--- config.mk ---
export PLATFORM = sky130hd
export DESIGN_NAME = sram_packet_serializer
export DESIGN_NICKNAME = d
export VERILOG_FILES = /design/src/rtl/sram_packet_serializer.sv
export SDC_FILE = /design/constraint.sdc
export NUM_CORES = 1
export LEC_CHECK = 0
export CAP_MARGIN = 30
export CORE_ASPECT_RATIO = 0.5
export CORE_MARGIN = 4
export CORE_UTILIZATION = 50
export DETAILED_ROUTE_END_ITERATION = 7
export HOLD_SLACK_MARGIN = 0.08
export PLACE_DENSITY = 0.75
export SLEW_MARGIN = 20
export SYNTH_ARGS = -nofsm -noshare
export SYNTH_HDL_FRONTEND = slang
export SYNTH_SLANG_ARGS = --single-unit
--- constraint.sdc ---
create_clock -name clk -period 2.9 [get_ports clk]
set_input_delay 0.435 -clock clk [delete_from_list [all_inputs] [get_ports clk]]
set_output_delay 0.435 -clock clk [all_outputs]
set_load 0.02 [all_outputs]
--- src/rtl/sram_packet_serializer.sv ---
// sram_packet_serializer
// Host-side initiator for the SRAM test chip's serial GPIO path. A parallel
// command packet is shifted MSB-first onto the chip's serial input, followed
// by a one-cycle SRAM-load strobe. An optional read-back word is then
// collected LSB-first and returned on a valid/ready response port.
// Optional feature macro: SER_PARITY_EN (appends an even-parity bit to the
// shifted packet and checks a trailing parity bit on the read-back word).
module sram_packet_serializer #(
  parameter int PACKET_WIDTH  = 112,
  parameter int DATA_WIDTH    = 64,
  parameter int SETTLE_CYCLES = 2
) (
  input  logic                    clk,
  input  logic                    reset,
  input  logic                    cmd_valid,
  output logic                    cmd_ready,
  input  logic [PACKET_WIDTH-1:0] cmd_packet,
  input  logic                    cmd_read,
  output logic                    ser_bit,
  output logic                    ser_load,
  output logic                    sram_load,
  input  logic                    ser_in,
  output logic                    cap_en,
  output logic                    rsp_valid,
  input  logic                    rsp_ready,
  output logic [DATA_WIDTH-1:0]   rsp_data,
  output logic                    busy
`ifdef SER_PARITY_EN
  ,
  output logic                    rsp_perr
`endif
);

`ifdef SER_PARITY_EN
  localparam int PAR = 1;
`else
  localparam int PAR = 0;
`endif

  // Number of serial bits sent and received, including any parity bit
  localparam int SHIFT_LEN = PACKET_WIDTH + PAR;
  localparam int CAP_LEN   = DATA_WIDTH + PAR;

  // One down-counter covers every timed state; sized for the longest one
  localparam int MAX_A   = (PACKET_WIDTH > DATA_WIDTH) ? PACKET_WIDTH : DATA_WIDTH;
  localparam int MAX_LEN = (MAX_A > SETTLE_CYCLES) ? MAX_A : SETTLE_CYCLES;
  localparam int CW      = $clog2(MAX_LEN + 2);

  localparam logic [CW-1:0] C_SHIFT  = CW'(SHIFT_LEN - 1);
  localparam logic [CW-1:0] C_SETTLE = CW'(SETTLE_CYCLES - 1);
  localparam logic [CW-1:0] C_CAP    = CW'(CAP_LEN - 1);
  localparam logic [CW-1:0] C_ONE    = CW'(1);

  typedef enum logic [2:0] {
    S_IDLE,
    S_SHIFT,
    S_LOAD,
    S_WAIT,
    S_CAPTURE,
    S_DONE
  } state_t;

  state_t                  r_state;
  logic [CW-1:0]           r_cnt;
  logic [SHIFT_LEN-1:0]    r_pkt;
  logic [DATA_WIDTH-1:0]   r_shreg;
  logic                    r_read;
  logic                    r_cmd_ready;
  logic                    r_busy;
  logic                    r_ser_bit;
  logic                    r_ser_load;
  logic                    r_sram_load;
  logic                    r_cap_en;
  logic                    r_rsp_valid;
  logic [DATA_WIDTH-1:0]   r_rsp_data;
`ifdef SER_PARITY_EN
  logic                    r_perr;
`endif

  logic [SHIFT_LEN-1:0]    w_pkt_init;
  logic [DATA_WIDTH-1:0]   w_shreg_next;

`ifdef SER_PARITY_EN
  // Even parity of the packet travels as the final serial bit
  assign w_pkt_init = {cmd_packet, ^cmd_packet};
`else
  assign w_pkt_init = cmd_packet;
`endif

  // Read-back arrives LSB first, so new bits enter at the top and move down
  assign w_shreg_next = {ser_in, r_shreg[DATA_WIDTH-1:1]};

  // Sequencer: shift packet, strobe load, settle, capture, hold response
  always_ff @(posedge clk) begin
    if (reset) begin
      r_state     <= S_IDLE;
      r_cnt       <= '0;
      r_pkt       <= '0;
      r_shreg     <= '0;
      r_read      <= 1'b0;
      r_cmd_ready <= 1'b1;
      r_busy      <= 1'b0;
      r_ser_bit   <= 1'b0;
      r_ser_load  <= 1'b0;
      r_sram_load <= 1'b0;
      r_cap_en    <= 1'b0;
      r_rsp_valid <= 1'b0;
      r_rsp_data  <= '0;
`ifdef SER_PARITY_EN
      r_perr      <= 1'b0;
`endif
    end else begin
      r_sram_load <= 1'b0;
      case (r_state)
        S_IDLE: begin
          if (cmd_valid && r_cmd_ready) begin
            r_state     <= S_SHIFT;
            r_pkt       <= w_pkt_init;
            r_read      <= cmd_read;
            r_ser_bit   <= w_pkt_init[SHIFT_LEN-1];
            r_ser_load  <= 1'b1;
            r_cnt       <= C_SHIFT;
            r_cmd_ready <= 1'b0;
            r_busy      <= 1'b1;
          end
        end
        S_SHIFT: begin
          if (r_cnt == '0) begin
            r_state     <= S_LOAD;
            r_ser_load  <= 1'b0;
            r_ser_bit   <= 1'b0;
            r_sram_load <= 1'b1;
          end else begin
            r_pkt     <= {r_pkt[SHIFT_LEN-2:0], 1'b0};
            r_ser_bit <= r_pkt[SHIFT_LEN-2];
            r_cnt     <= r_cnt - C_ONE;
          end
        end
        S_LOAD: begin
          if (r_read) begin
            r_state <= S_WAIT;
            r_cnt   <= C_SETTLE;
          end else begin
            r_state     <= S_DONE;
            r_rsp_valid <= 1'b1;
            r_rsp_data  <= '0;
`ifdef SER_PARITY_EN
            r_perr      <= 1'b0;
`endif
          end
        end
        S_WAIT: begin
          if (r_cnt == '0) begin
            r_state  <= S_CAPTURE;
            r_cap_en <= 1'b1;
            r_cnt    <= C_CAP;
          end else begin
            r_cnt <= r_cnt - C_ONE;
          end
        end
        S_CAPTURE: begin
          if (r_cnt == '0) begin
            r_state     <= S_DONE;
            r_cap_en    <= 1'b0;
            r_rsp_valid <= 1'b1;
`ifdef SER_PARITY_EN
            // Final bit is the chip's parity bit: checked, never stored
            r_rsp_data  <= r_shreg;
            r_perr      <= (^r_shreg) ^ ser_in;
`else
            r_shreg     <= w_shreg_next;
            r_rsp_data  <= w_shreg_next;
`endif
          end else begin
            r_shreg <= w_shreg_next;
            r_cnt   <= r_cnt - C_ONE;
          end
        end
        S_DONE: begin
          // cmd_ready returns only after the response is consumed
          if (rsp_ready) begin
            r_state     <= S_IDLE;
            r_rsp_valid <= 1'b0;
            r_cmd_ready <= 1'b1;
            r_busy      <= 1'b0;
          end
        end
        default: begin
          r_state <= S_IDLE;
        end
      endcase
    end
  end

  assign cmd_ready = r_cmd_ready;
  assign busy      = r_busy;
  assign ser_bit   = r_ser_bit;
  assign ser_load  = r_ser_load;
  assign sram_load = r_sram_load;
  assign cap_en    = r_cap_en;
  assign rsp_valid = r_rsp_valid;
  assign rsp_data  = r_rsp_data;
`ifdef SER_PARITY_EN
  assign rsp_perr  = r_perr;
`endif

endmodule
Word-level counts from Yosys, hierarchy flattened
Index checks and enable logic that the tools add are counted.
- bits in registers: 257
- bits of input ports: 118
- output and inout bits: 71
- logic and storage cells: 84
- add/sub/neg operators: 1
- equality and inequality tests: 14
- muxes and demuxes: 34
- bitwise logic cells: 1
- reductions and logical operators: 21
- operators with widths (operator ; count):
    $mux W111 ; 2
    $pmux W111 S2 ; 1
    $mux W64 ; 2
    $pmux W64 S2 ; 1
    $mux W7 ; 4
    $pmux W7 S4 ; 1
    $mux W3 ; 6
    $ne A2 B2 Y1 const B ; 9
    $pmux W3 S6 ; 1
    $reduce_and A3 Y1 ; 5
    $mux W1 ; 10
    $pmux W1 S2 ; 5
    $reduce_and A4 Y1 ; 2
    $reduce_bool A2 Y1 ; 4
    $logic_not A7 Y1 ; 1
    $sub A7 B1 Y7 const B ; 1
    $eq A3 B2 Y1 const B ; 2
    $eq A3 B3 Y1 const B ; 2
    $reduce_and A5 Y1 ; 1
    $reduce_and A2 Y1 ; 2
    $reduce_bool A4 Y1 ; 1
    $reduce_or A2 Y1 ; 2
    $eq A3 B1 Y1 const B ; 1
    $logic_not A3 Y1 ; 1
    4 further kinds ; 4

Longest topological paths before layout
Gate-level depths: netlist of run 1.
- word-level depth: 4
- mapped depth: 8
- mapped depth without buffers: 6

Least setup slack after synthesis of run 1
No wires, ideal clock.
- path kind: register to register
- from: register r_cnt[0]
- to: register r_pkt[100]
- library setup time: 0.086 ns
- arrival: 1.872 ns
- data required time: 2.814 ns
- path slack: 0.943 ns
- stages on the path, launching flop included: 9
- buffers on the path: 2
- clock period less this slack: 1.957 ns
- cells stage by stage: dfxtp_1 inv_1 ha_1 or4b_2 nor2_2 o21ai_1 buf_2 buf_2 a211oi_1
- longest elaborated chain between the ends: 3
- RTL lines (element ; RTL line ; RTL):
    from (decl) ; 64 ; logic [CW-1:0] r_cnt;
    from (signal assigned) ; 136 ; r_cnt <= r_cnt - C_ONE;
    from (signal assigned) ; 158 ; r_cnt <= r_cnt - C_ONE;
    from (signal assigned) ; 176 ; r_cnt <= r_cnt - C_ONE;
    $logic_not A7 Y1 ; 128 ; if (r_cnt == '0) begin
    $ne A2 B2 Y1 (no source line) ; -- ;
    $reduce_and A3 Y1 (no source line) ; -- ;
    to (signal assigned) ; 118 ; r_pkt <= w_pkt_init;
    to (signal assigned) ; 134 ; r_pkt <= {r_pkt[SHIFT_LEN-2:0], 1'b0};
    to (decl) ; 65 ; logic [SHIFT_LEN-1:0] r_pkt;
Every way passes these cells.
A chain may end at the register's enable or synchronous reset.

Final worst setup path of run 1
- from: register r_cnt[0]
- to: register r_pkt[84]
Same word-level chain as after synthesis.

==> impl_metrics.prom, run 1 <==
# TYPE chip_impl_metric gauge
chip_impl_metric{name="cts.reportedPaths.clkPinSlew",unit="ns"} 0.06
chip_impl_metric{name="netlist_area",unit="mm2"} 0.01068
chip_impl_metric{name="cts_max_level",unit=""} 1
chip_impl_metric{name="place_congestion",unit=""} 0.7936
chip_impl_metric{name="gr-usage-all-layers",unit="%"} 21.53
chip_impl_info{name="ys_dominant_reg_cell",value="dfxtp_1"} 1
chip_impl_metric{name="antenna_violations_before_repair",unit=""} 1
chip_impl_metric{name="pwr-share-clk",unit="%"} 25.8
chip_impl_metric{name="drt_first_iter_violations",unit=""} 766
chip_impl_metric{name="peakVddDrop",unit="mV"} 0.5996
chip_impl_metric{name="post-cts-setup-buffer-count",unit=""} 0
chip_impl_metric{name="nNetsFinal",unit=""} 1433
chip_impl_metric{name="first_pass_grt_wire_length",unit="um"} 44300
chip_impl_metric{name="cts-buffers-inserted",unit=""} 23
chip_impl_metric{name="total_power",unit="uW"} 12220
chip_impl_metric{name="setup-tns-final",unit="ns"} 0
chip_impl_metric{name="starting_density_of_the_core",unit="%"} 51.39
chip_impl_metric{name="async_reset_ff_share",unit="%"} 0
chip_impl_metric{name="sw_frac_of_total",unit="%"} 34.63
chip_impl_info{name="run_status",value="finished, final reports clean"} 1
chip_impl_metric{name="power.share.combinational",unit="%"} 34.6
chip_impl_metric{name="clockBufferDepth",unit=""} 3
chip_impl_metric{name="cts.sinks",unit=""} 256
chip_impl_metric{name="drc",unit=""} 0
chip_impl_info{name="start_to_end_type_of_the_worst_setup_path",value="register to register"} 1
chip_impl_metric{name="max-slew-margin-rel",unit="%"} 41.49
chip_impl_metric{name="cts_hold_buffers",unit=""} 0
chip_impl_metric{name="post-route-period-util",unit="%"} 82.38
chip_impl_metric{name="synth_sequential_area_ratio",unit="%"} 47.98
chip_impl_metric{name="synthDistinctLibCells",unit=""} 49
chip_impl_metric{name="cell_internal_pwr",unit="uW"} 7990
chip_impl_metric{name="post_drt_via_cell_ratio",unit=""} 5.813
chip_impl_info{name="hp-class",value="input port to register"} 1
chip_impl_metric{name="avgRoutedWirePerCell",unit="um"} 16.74
chip_impl_metric{name="first_pass_iters",unit=""} 5
chip_impl_info{name="grt_setup_unrepaired",value="false"} 1
chip_impl_metric{name="synth.avg_cell_area",unit="um2"} 8.857
chip_impl_metric{name="p_switching",unit="uW"} 4232
chip_impl_metric{name="power_density",unit="mW/mm2"} 904.4
chip_impl_metric{name="setup_violations",unit=""} 0
chip_impl_metric{name="floorplan.die_area",unit="mm2"} 0.02391
chip_impl_metric{name="final_design_area_no_fill",unit="mm2"} 0.01351
chip_impl_info{name="cts_tree",value="done"} 1
chip_impl_metric{name="quantity_of_i_o_buffers_inserted_on_ports",unit=""} 188
chip_impl_info{name="crit_path_end_kind",value="register"} 1
chip_impl_metric{name="ctsResizeCount",unit=""} 0
chip_impl_metric{name="synthesis.yosys.warnings",unit=""} 0
chip_impl_metric{name="cp.required",unit="ns"} 3.32
chip_impl_metric{name="worstSkewPairLatency",unit="ns"} 0.51
chip_impl_metric{name="hold_viol_final",unit=""} 0
chip_impl_metric{name="ios",unit=""} 189
chip_impl_metric{name="power.sequential.fraction",unit="%"} 39.5
chip_impl_info{name="commonest_non_fill_non_tap_cell_in_the_layout",value="dfxtp_1"} 1
chip_impl_metric{name="worst-slew-pin-transition",unit="ns"} 0.8776
chip_impl_metric{name="grt-ovfl-total",unit=""} 0
chip_impl_metric{name="leakagePower",unit="uW"} 0.004952
chip_impl_metric{name="mappedNetlistNets",unit=""} 1326
chip_impl_metric{name="syn_to_final_growth",unit="%"} 26.51
chip_impl_metric{name="floorplan.die.height",unit="um"} 111.4
chip_impl_info{name="clock-root-buffer",value="clkbuf_16"} 1
chip_impl_info{name="startpoint_type",value="register"} 1
chip_impl_metric{name="layout.filler_cells",unit=""} 1677
chip_impl_metric{name="crit_path_max_fanout",unit=""} 52
chip_impl_metric{name="grt_pass1_vias",unit=""} 8596
chip_impl_metric{name="dieWidth",unit="um"} 214.7
chip_impl_info{name="mostFrequentLayoutCells",value="dfxtp_1, clkdlybuf4s50_1, a21oi_1"} 1
chip_impl_metric{name="fmax",unit="GHz"} 0.4186
chip_impl_metric{name="antennaDiodeCount",unit=""} 0
chip_impl_metric{name="number_of_violations_of_the_max_capacitance_limit",unit=""} 0
chip_impl_metric{name="maximum_number_of_pins_on_one_net_before_global_route_repair",unit=""} 129
chip_impl_metric{name="hpwlAfterDp",unit="um"} 16820
chip_impl_metric{name="synth_cells",unit=""} 1206
chip_impl_metric{name="drive_gt1_share",unit="%"} 5.572
chip_impl_metric{name="final.min_clock_period",unit="ns"} 2.389
chip_impl_metric{name="timing_max_transition_violations_final",unit=""} 0
chip_impl_metric{name="worstPathArrival",unit="ns"} 2.81
chip_impl_metric{name="rows",unit=""} 37
chip_impl_metric{name="core-area",unit="mm2"} 0.02079
chip_impl_metric{name="synth_enable_flop_cells",unit=""} 0
chip_impl_metric{name="placement_stage_cell_area",unit="mm2"} 0.01273
chip_impl_metric{name="yosys_register_bits",unit=""} 256
chip_impl_metric{name="detail_route.wirelength",unit="um"} 26800
chip_impl_metric{name="via_count",unit=""} 9307
chip_impl_metric{name="worst_clock_skew",unit="ns"} 0.01216
chip_impl_metric{name="antenna_violating_nets_post_route",unit=""} 0
cells in the mapped netlist, drive strengths merged (3+ instances only):
library cell  count  area share, %
a2111oi           3           0.25
o211ai            4           0.28
nor2              8           0.30
dfxtp           256             48
mux2i           111             10
o221a             3           0.32
a211oi          112            7.9
nand3             4           0.19
o21ai            68            3.2
nor3            113            5.3
or3              67            3.9
a21oi           145            6.8
inv               7           0.25
buf              38            1.7
clkbuf           88            3.1
nand2           136            4.8
a31oi             6           0.35
final timing paths:
kind	cells past startpoint	slack, ns	end	startpoint
setup reg to reg	7	0.51	r_pkt[84]	r_cnt[0]
hold reg to reg	2	0.45	r_shreg[22]	r_shreg[22]
hold / removal	2	0.38	rsp_data[8]	reset
setup / recovery	7	0.51	r_pkt[84]	r_cnt[0]
metrics by stage:
stage | utilization [%] | cells | setup WS [ns] | hold slack (ns)
final | 65.01 | 1601 | 0.5109 | 0.3757
after global routing | 65.01 | 1601 | 0.2966 | 0.3901
after CTS | 65.01 | 1601 | 0.5183 | 0.3665
after detailed placement | 61.23 | 1561 | 0.5519 | 0.4465
after global placement | 61.23 | 1561 | 0.5982 | 0.4420
after floorplan | - | 1206 | 0.9430 | 0.4366
layer usage:
layer,up-vias,global-route usage (%),wire (um)
met3,38,4.527,1395
met2,240,33.37,11890
met5,-,0,11
met4,2,3.539,401
met1,4428,31.62,13110
li1,4599,-,-
area by class of cell:
class                      instances  area (um2)  area share [%]
clock buffer                      31       665.6           4.926
clock inverter                     9       120.1          0.8889
inverter                           7       26.28          0.1944
multi-input combinational        817        5072           37.54
sequential                       256        5129           37.95
tap                              273       341.6           2.528
timing repair buffer             208        2158           15.97
flip-flops by register name, indices dropped and copies added, names as in the netlist:
signal,flops
busy,1
cap_en,1
cmd_ready,1
r_cnt,7
r_pkt,111
r_read,1
r_shreg,63
r_state,3
rsp_data,64
rsp_valid,1
ser_bit,1
ser_load,1
sram_load,1
worst max-delay path, cell delays in order, from the launching register on:
cell	delay, ns
dfxtp_1	0.34
inv_1	0.10
ha_1	0.18
or4b_2	0.67
nor2_2	0.27
o21ai_4	0.21
buf_12	0.26
a211oi_1	0.24
cells by family after synthesis:
logic type	Yosys count	synth area share (%)
fa+ha+maj	2	0.2342
simple gates	348	16.08
flops	256	47.98
buf+inv	133	5.025
mux	111	10.40
compound gates	354	20.11
xor+xnor	2	0.1640
power by group through the flow:
stage | clock, uW | combinational [uW] | sequential [uW]
after detailed placement | 0 | 4200 | 4900
after global placement | 0 | 4090 | 4860
after floorplan | 0 | 3230 | 4730
after CTS | 3240 | 4230 | 4820
final | 3160 | 4230 | 4830
after global routing | 3380 | 4660 | 4940
No activity file was read; power rests on OpenSTA's default activity.
==> inputs of run 2 (changes only) <==
--- a/config.mk
+++ b/config.mk
@@ -8,10 +8,10 @@
 export CAP_MARGIN = 30
 export CORE_ASPECT_RATIO = 0.5
 export CORE_MARGIN = 4
-export CORE_UTILIZATION = 50
+export CORE_UTILIZATION = 48
 export DETAILED_ROUTE_END_ITERATION = 7
 export HOLD_SLACK_MARGIN = 0.08
-export PLACE_DENSITY = 0.75
+export PLACE_DENSITY = 0.76
 export SLEW_MARGIN = 20
 export SYNTH_ARGS = -nofsm -noshare
 export SYNTH_HDL_FRONTEND = slang
==> constraint.sdc (replaced) <==
create_clock -name clk -period 2.1 [get_ports clk]
set_input_delay 0.315 -clock clk [delete_from_list [all_inputs] [get_ports clk]]
set_output_delay 0.315 -clock clk [all_outputs]
set_load 0.02 [all_outputs]
==> impl_metrics.prom, run 2 (synthesized netlist as in run 1, its figures left out) <==
# TYPE chip_impl_metric gauge
chip_impl_metric{name="placed_cells",unit=""} 1611
chip_impl_metric{name="antenna_violating_nets_post_route",unit=""} 0
chip_impl_metric{name="hold_viol_final",unit=""} 0
chip_impl_metric{name="worst-slew-pin-transition",unit="ns"} 0.8078
chip_impl_metric{name="power_density",unit="mW/mm2"} 1259
chip_impl_info{name="crit_path_end_kind",value="register"} 1
chip_impl_metric{name="first_pass_iters",unit=""} 5
chip_impl_metric{name="grt_pass1_vias",unit=""} 9212
chip_impl_metric{name="floorplan.die.height",unit="um"} 113.5
chip_impl_metric{name="hpwlAfterDp",unit="um"} 18050
chip_impl_metric{name="largest_reg_flops",unit=""} 111
chip_impl_metric{name="antennaDiodeCount",unit=""} 0
chip_impl_info{name="start_to_end_type_of_the_worst_setup_path",value="register to register"} 1
chip_impl_metric{name="post_drt_via_cell_ratio",unit=""} 5.781
chip_impl_info{name="top_register",value="r_pkt"} 1
chip_impl_metric{name="setup_violations",unit=""} 0
chip_impl_metric{name="number_of_violations_of_the_max_capacitance_limit",unit=""} 0
chip_impl_metric{name="worst_clock_skew",unit="ns"} 0.02127
chip_impl_metric{name="leakagePower",unit="uW"} 0.005141
chip_impl_metric{name="worstSkewPairLatency",unit="ns"} 0.53
chip_impl_metric{name="quantity_of_i_o_buffers_inserted_on_ports",unit=""} 188
chip_impl_metric{name="nNetsFinal",unit=""} 1461
chip_impl_metric{name="cell_count_final_fillers_out",unit=""} 1657
chip_impl_metric{name="placement_stage_cell_area",unit="mm2"} 0.01305
chip_impl_metric{name="dieWidth",unit="um"} 219.0
chip_impl_metric{name="ios",unit=""} 189
chip_impl_metric{name="first_pass_grt_wire_length",unit="um"} 46860
chip_impl_info{name="run_status",value="finished, final reports clean"} 1
chip_impl_metric{name="floorplan.die_area",unit="mm2"} 0.02485
chip_impl_info{name="cts_tree",value="done"} 1
chip_impl_info{name="startpoint_type",value="register"} 1
chip_impl_metric{name="post-route-period-util",unit="%"} 96.13
chip_impl_metric{name="rows",unit=""} 38
chip_impl_metric{name="avgRoutedWirePerCell",unit="um"} 17.83
chip_impl_info{name="clock-root-buffer",value="clkbuf_16"} 1
chip_impl_metric{name="fmax",unit="GHz"} 0.4954
chip_impl_metric{name="peakVddDrop",unit="mV"} 0.7907
chip_impl_metric{name="gr-usage-all-layers",unit="%"} 22.44
chip_impl_metric{name="core-area",unit="mm2"} 0.02178
chip_impl_metric{name="cts.sinks",unit=""} 256
chip_impl_metric{name="met1Wirelength",unit="um"} 13440
chip_impl_metric{name="wl_met2",unit="um"} 14100
chip_impl_metric{name="antenna_violations_before_repair",unit=""} 1
chip_impl_metric{name="detail_route.wirelength",unit="um"} 29540
chip_impl_metric{name="route.met3.wl",unit="um"} 1597
chip_impl_metric{name="cts-buffers-inserted",unit=""} 23
chip_impl_metric{name="cts.reportedPaths.clkPinSlew",unit="ns"} 0.07
chip_impl_info{name="mostFrequentLayoutCells",value="dfxtp_1, clkdlybuf4s50_1, a21oi_1"} 1
chip_impl_metric{name="grt-ovfl-total",unit=""} 0
chip_impl_metric{name="maximum_number_of_pins_on_one_net_before_global_route_repair",unit=""} 112
chip_impl_metric{name="max-slew-margin-rel",unit="%"} 46.15
chip_impl_info{name="hp-class",value="input port to register"} 1
chip_impl_metric{name="worstPathArrival",unit="ns"} 2.47
chip_impl_metric{name="cts_max_level",unit=""} 1
chip_impl_metric{name="starting_density_of_the_core",unit="%"} 49.05
chip_impl_metric{name="drive_gt1_share",unit="%"} 7.738
chip_impl_metric{name="cp.required",unit="ns"} 2.55
chip_impl_metric{name="crit_path_max_fanout",unit=""} 25
chip_impl_metric{name="hold_slack",unit="ns"} 0.3419
chip_impl_metric{name="drt_first_iter_violations",unit=""} 823
chip_impl_metric{name="syn_to_final_growth",unit="%"} 30.48
chip_impl_metric{name="layout.filler_cells",unit=""} 1822
chip_impl_metric{name="final_design_area_no_fill",unit="mm2"} 0.01394
chip_impl_metric{name="drc",unit=""} 0
chip_impl_info{name="topRoutingLayerUsed",value="met5"} 1
chip_impl_metric{name="via_count",unit=""} 9579
chip_impl_metric{name="clockBufferDepth",unit=""} 3
chip_impl_metric{name="final.min_clock_period",unit="ns"} 2.019
chip_impl_info{name="grt_setup_unrepaired",value="true"} 1
chip_impl_metric{name="timing_max_transition_violations_final",unit=""} 0
chip_impl_info{name="commonest_non_fill_non_tap_cell_in_the_layout",value="dfxtp_1"} 1
chip_impl_metric{name="place_congestion",unit=""} 0.8195
chip_impl_metric{name="setup-tns-final",unit="ns"} 0
[run 2: final cells by class]
type	instances	area, um2	area share, %
tap	300	375.4	2.693
timing repair buffer	236	2552	18.31
inverter	7	26.28	0.1885
clock buffer	34	656.9	4.713
sequential	256	5130	36.81
multi-input combinational	817	5107	36.65
clock inverter	7	88.84	0.6374
[run 2: report_power, final]
part	leakage (uW)	internal (uW)	switching, uW
logic	0.00268	2920	3690
clock network	0.000369	2420	1860
registers	0.00209	5960	697
[run 2: path summary, 6_finish.rpt]
kind	slack, ns	endpoint	cells after the start	from
max	0.08	rsp_data[29]	8	r_cnt[1]
max reg2reg	0.08	rsp_data[29]	8	r_cnt[1]
min	0.34	rsp_data[11]	2	reset
min reg2reg	0.46	r_shreg[48]	2	r_shreg[48]
[run 2: layer usage]
metal,up-vias,global-route usage [%]
met5,-,0
met4,2,4.081
met3,37,4.552
met2,245,37.18
met1,4640,31.00
li1,4655,-
[run 2: what timing repair did]
item / 4_1_cts / 5_1_grt
cloned: 0 / 4
hold buffers: 0 / 0
buffers inserted: 0 / 1
setup endpoints to repair: 88 / 122
pin swaps: 0 / 1
gates resized for setup: 2 / 19
[run 2: per-stage QoR]
| stage | setup slack, ns | utilization, % | power [uW] |
|---|---|---|---|
| floorplan | 0.1430 | - | 11000 |
| global placement | 0.05270 | 59.91 | 12740 |
| detailed placement | -0.04619 | 59.91 | 12980 |
| CTS | 0.02700 | 63.38 | 17300 |
| global route | -0.01110 | 64.00 | 18590 |
| finish | 0.08137 | 64.00 | 17550 |
[run 2: critical path, cell delays in order, from the launching register on]
cell and delay [ns]:
dfxtp_1 0.34, inv_1 0.09, ha_2 0.17, nor4b_4 0.28
buf_6 0.18, a31oi_4 0.16, buf_12 0.21, or3_1 0.33
a21oi_1 0.15
==> inputs of run 3 (changes only) <==
==> constraint.sdc (replaced) <==
create_clock -name clk -period 2.1 [get_ports clk]
set_input_delay 0.21 -clock clk [delete_from_list [all_inputs] [get_ports clk]]
set_output_delay 0.21 -clock clk [all_outputs]
set_load 0.02 [all_outputs]
==> impl_metrics.prom, run 3 (synthesized netlist as in run 1, its figures left out) <==
# TYPE chip_impl_metric gauge
chip_impl_info{name="run_status",value="finished, final reports clean"} 1
chip_impl_metric{name="cp.required",unit="ns"} 2.51
chip_impl_metric{name="cts_max_level",unit=""} 1
chip_impl_metric{name="quantity_of_i_o_buffers_inserted_on_ports",unit=""} 188
chip_impl_metric{name="grt-ovfl-total",unit=""} 0
chip_impl_info{name="top_register",value="r_pkt"} 1
chip_impl_metric{name="hold_viol_final",unit=""} 0
chip_impl_metric{name="power_density",unit="mW/mm2"} 1254
chip_impl_metric{name="grt_pass1_vias",unit=""} 9022
chip_impl_metric{name="floorplan.die.height",unit="um"} 113.5
chip_impl_metric{name="avgRoutedWirePerCell",unit="um"} 17.68
chip_impl_metric{name="drt_first_iter_violations",unit=""} 692
chip_impl_metric{name="timing.hold.worst_path_depth",unit=""} 2
chip_impl_metric{name="maximum_number_of_pins_on_one_net_before_global_route_repair",unit=""} 129
chip_impl_info{name="crit_path_end_kind",value="register"} 1
chip_impl_info{name="worstReg2RegStart",value="r_cnt[1]"} 1
chip_impl_metric{name="largest_reg_flops",unit=""} 111
chip_impl_metric{name="placement_stage_cell_area",unit="mm2"} 0.01297
chip_impl_info{name="hold-path-endpoint",value="cap_en"} 1
chip_impl_metric{name="hold_slack",unit="ns"} 0.2062
chip_impl_metric{name="fmax",unit="GHz"} 0.5028
chip_impl_info{name="topRoutingLayerUsed",value="met5"} 1
chip_impl_metric{name="antenna_violations_before_repair",unit=""} 1
chip_impl_metric{name="peakVddDrop",unit="mV"} 0.7223
chip_impl_metric{name="leakagePower",unit="uW"} 0.005102
chip_impl_info{name="hp-class",value="input port to register"} 1
chip_impl_metric{name="starting_density_of_the_core",unit="%"} 49.05
chip_impl_info{name="rr_endpoint",value="r_pkt[58]"} 1
chip_impl_metric{name="rows",unit=""} 38
chip_impl_metric{name="placed_cells",unit=""} 1607
chip_impl_metric{name="cts-buffers-inserted",unit=""} 23
chip_impl_metric{name="nNetsFinal",unit=""} 1457
chip_impl_metric{name="detail_route.wirelength",unit="um"} 29170
chip_impl_metric{name="worstPathArrival",unit="ns"} 2.40
chip_impl_metric{name="final.min_clock_period",unit="ns"} 1.989
chip_impl_metric{name="cts.reportedPaths.clkPinSlew",unit="ns"} 0.07
chip_impl_info{name="startpoint_type",value="register"} 1
chip_impl_metric{name="finalCoreUtilization",unit="%"} 63.60
chip_impl_metric{name="cts.sinks",unit=""} 256
chip_impl_metric{name="post-route-period-util",unit="%"} 94.72
chip_impl_metric{name="place_congestion",unit=""} 0.8128
chip_impl_metric{name="timing_max_transition_violations_final",unit=""} 0
chip_impl_metric{name="first_pass_iters",unit=""} 5
chip_impl_metric{name="setup_violations",unit=""} 0
chip_impl_info{name="commonest_non_fill_non_tap_cell_in_the_layout",value="dfxtp_1"} 1
chip_impl_metric{name="cell_count_final_fillers_out",unit=""} 1650
chip_impl_metric{name="setup.reg_to_reg.worst_slack",unit="ns"} 0.11
chip_impl_metric{name="met1Wirelength",unit="um"} 13710
chip_impl_info{name="mostFrequentLayoutCells",value="dfxtp_1, clkdlybuf4s50_1, a21oi_1"} 1
chip_impl_info{name="cpLargestDelayFamily",value="simple AND/OR/NAND/NOR gates"} 1
chip_impl_metric{name="floorplan.die_area",unit="mm2"} 0.02485
chip_impl_metric{name="critical-path-max-stage-delay",unit="ns"} 0.52
chip_impl_info{name="worst_path_max_delay_cell",value="or4b_4"} 1
chip_impl_metric{name="route.met3.wl",unit="um"} 1475
chip_impl_metric{name="final_design_area_no_fill",unit="mm2"} 0.01385
chip_impl_metric{name="post_drt_via_cell_ratio",unit=""} 5.767
chip_impl_metric{name="hpwlAfterDp",unit="um"} 17690
chip_impl_metric{name="drive_gt1_share",unit="%"} 7.333
chip_impl_metric{name="antenna_violating_nets_post_route",unit=""} 0
chip_impl_metric{name="number_of_violations_of_the_max_capacitance_limit",unit=""} 0
chip_impl_metric{name="path_buf_inv",unit=""} 2
chip_impl_metric{name="drc",unit=""} 0
chip_impl_metric{name="worst-slew-pin-transition",unit="ns"} 0.6945
chip_impl_metric{name="via_count",unit=""} 9516
chip_impl_metric{name="first_pass_grt_wire_length",unit="um"} 45910
chip_impl_metric{name="worstSkewPairLatency",unit="ns"} 0.51
chip_impl_metric{name="syn_to_final_growth",unit="%"} 29.66
chip_impl_metric{name="ff2ff_path_depth",unit=""} 7
chip_impl_metric{name="gr-usage-all-layers",unit="%"} 21.83
chip_impl_info{name="crit_path_cell_trace",value="inv_1 -> ha_1 -> or4b_4 -> nor2_4 -> o21ai_4 -> buf_12 -> a211oi_1"} 1
chip_impl_metric{name="worst_clock_skew",unit="ns"} 0.01092
chip_impl_metric{name="timing.final.ws_setup",unit="ns"} 0.1110
chip_impl_metric{name="dieWidth",unit="um"} 219.0
chip_impl_info{name="start_to_end_type_of_the_worst_setup_path",value="register to register"} 1
chip_impl_metric{name="wl_met2",unit="um"} 13550
chip_impl_info{name="hp-start",value="reset"} 1
chip_impl_metric{name="core-area",unit="mm2"} 0.02178
chip_impl_metric{name="clockBufferDepth",unit=""} 3
chip_impl_metric{name="antennaDiodeCount",unit=""} 0
chip_impl_metric{name="pre_cts_slack",unit="ns"} -0.07814
chip_impl_info{name="clock-root-buffer",value="clkbuf_16"} 1
chip_impl_metric{name="max-slew-margin-rel",unit="%"} 53.70
chip_impl_info{name="cts_tree",value="done"} 1
chip_impl_info{name="grt_setup_unrepaired",value="true"} 1
chip_impl_metric{name="layout.filler_cells",unit=""} 1820
chip_impl_metric{name="crit_path_max_fanout",unit=""} 81
chip_impl_metric{name="ios",unit=""} 189
run 3: layer usage:
metal | vias to the layer above | global-route usage [%]
li1 | 4654 | -
met1 | 4605 | 30.60
met2 | 221 | 35.50
met3 | 34 | 4.605
met4 | 2 | 3.912
met5 | - | 0
run 3: how the worst max path moves through the flow:
stage                  start      endpoint  slack (ns)  cells after the start
floorplan           r_cnt[0]    r_pkt[100]        0.14                      8
global placement    r_cnt[1]     r_pkt[73]        0.03                      7
detailed placement  r_cnt[1]      r_pkt[6]       -0.08                      7
CTS                 r_cnt[1]  rsp_data[44]        0.07                      8
global route        r_cnt[1]      r_cnt[6]       -0.02                      6
finish              r_cnt[1]     r_pkt[58]        0.11                      7
run 3: what timing repair did:
| item | 4_1_cts | 5_1_grt |
|---|---|---|
| gates cloned | 0 | 4 |
| pin swaps | 0 | 1 |
| setup endpoints to repair | 81 | 70 |
| hold buffers | 0 | 0 |
| buffers inserted | 0 | 1 |
| gates resized for setup | 4 | 12 |
run 3: area by class of cell:
type	instances	area (um2)	area share (%)
tap	300	375.4	2.710
inverter	7	26.28	0.1897
sequential	256	5129	37.03
clock inverter	10	152.6	1.102
clock buffer	28	624.3	4.508
multi-input combinational	817	5096	36.80
timing repair buffer	232	2446	17.66
run 3: where the power goes:
part | internal, uW | switching (uW)
logic | 2750 | 3580
registers | 5950 | 680
clock network | 2600 | 1810
run 3: per-stage QoR:
step | TNS, ns | power, uW
floorplan | 0 | 11000
global placement | 0 | 12560
detailed placement | -0.7767 | 12750
CTS | 0 | 17250
global route | -0.02553 | 18410
finish | 0 | 17370
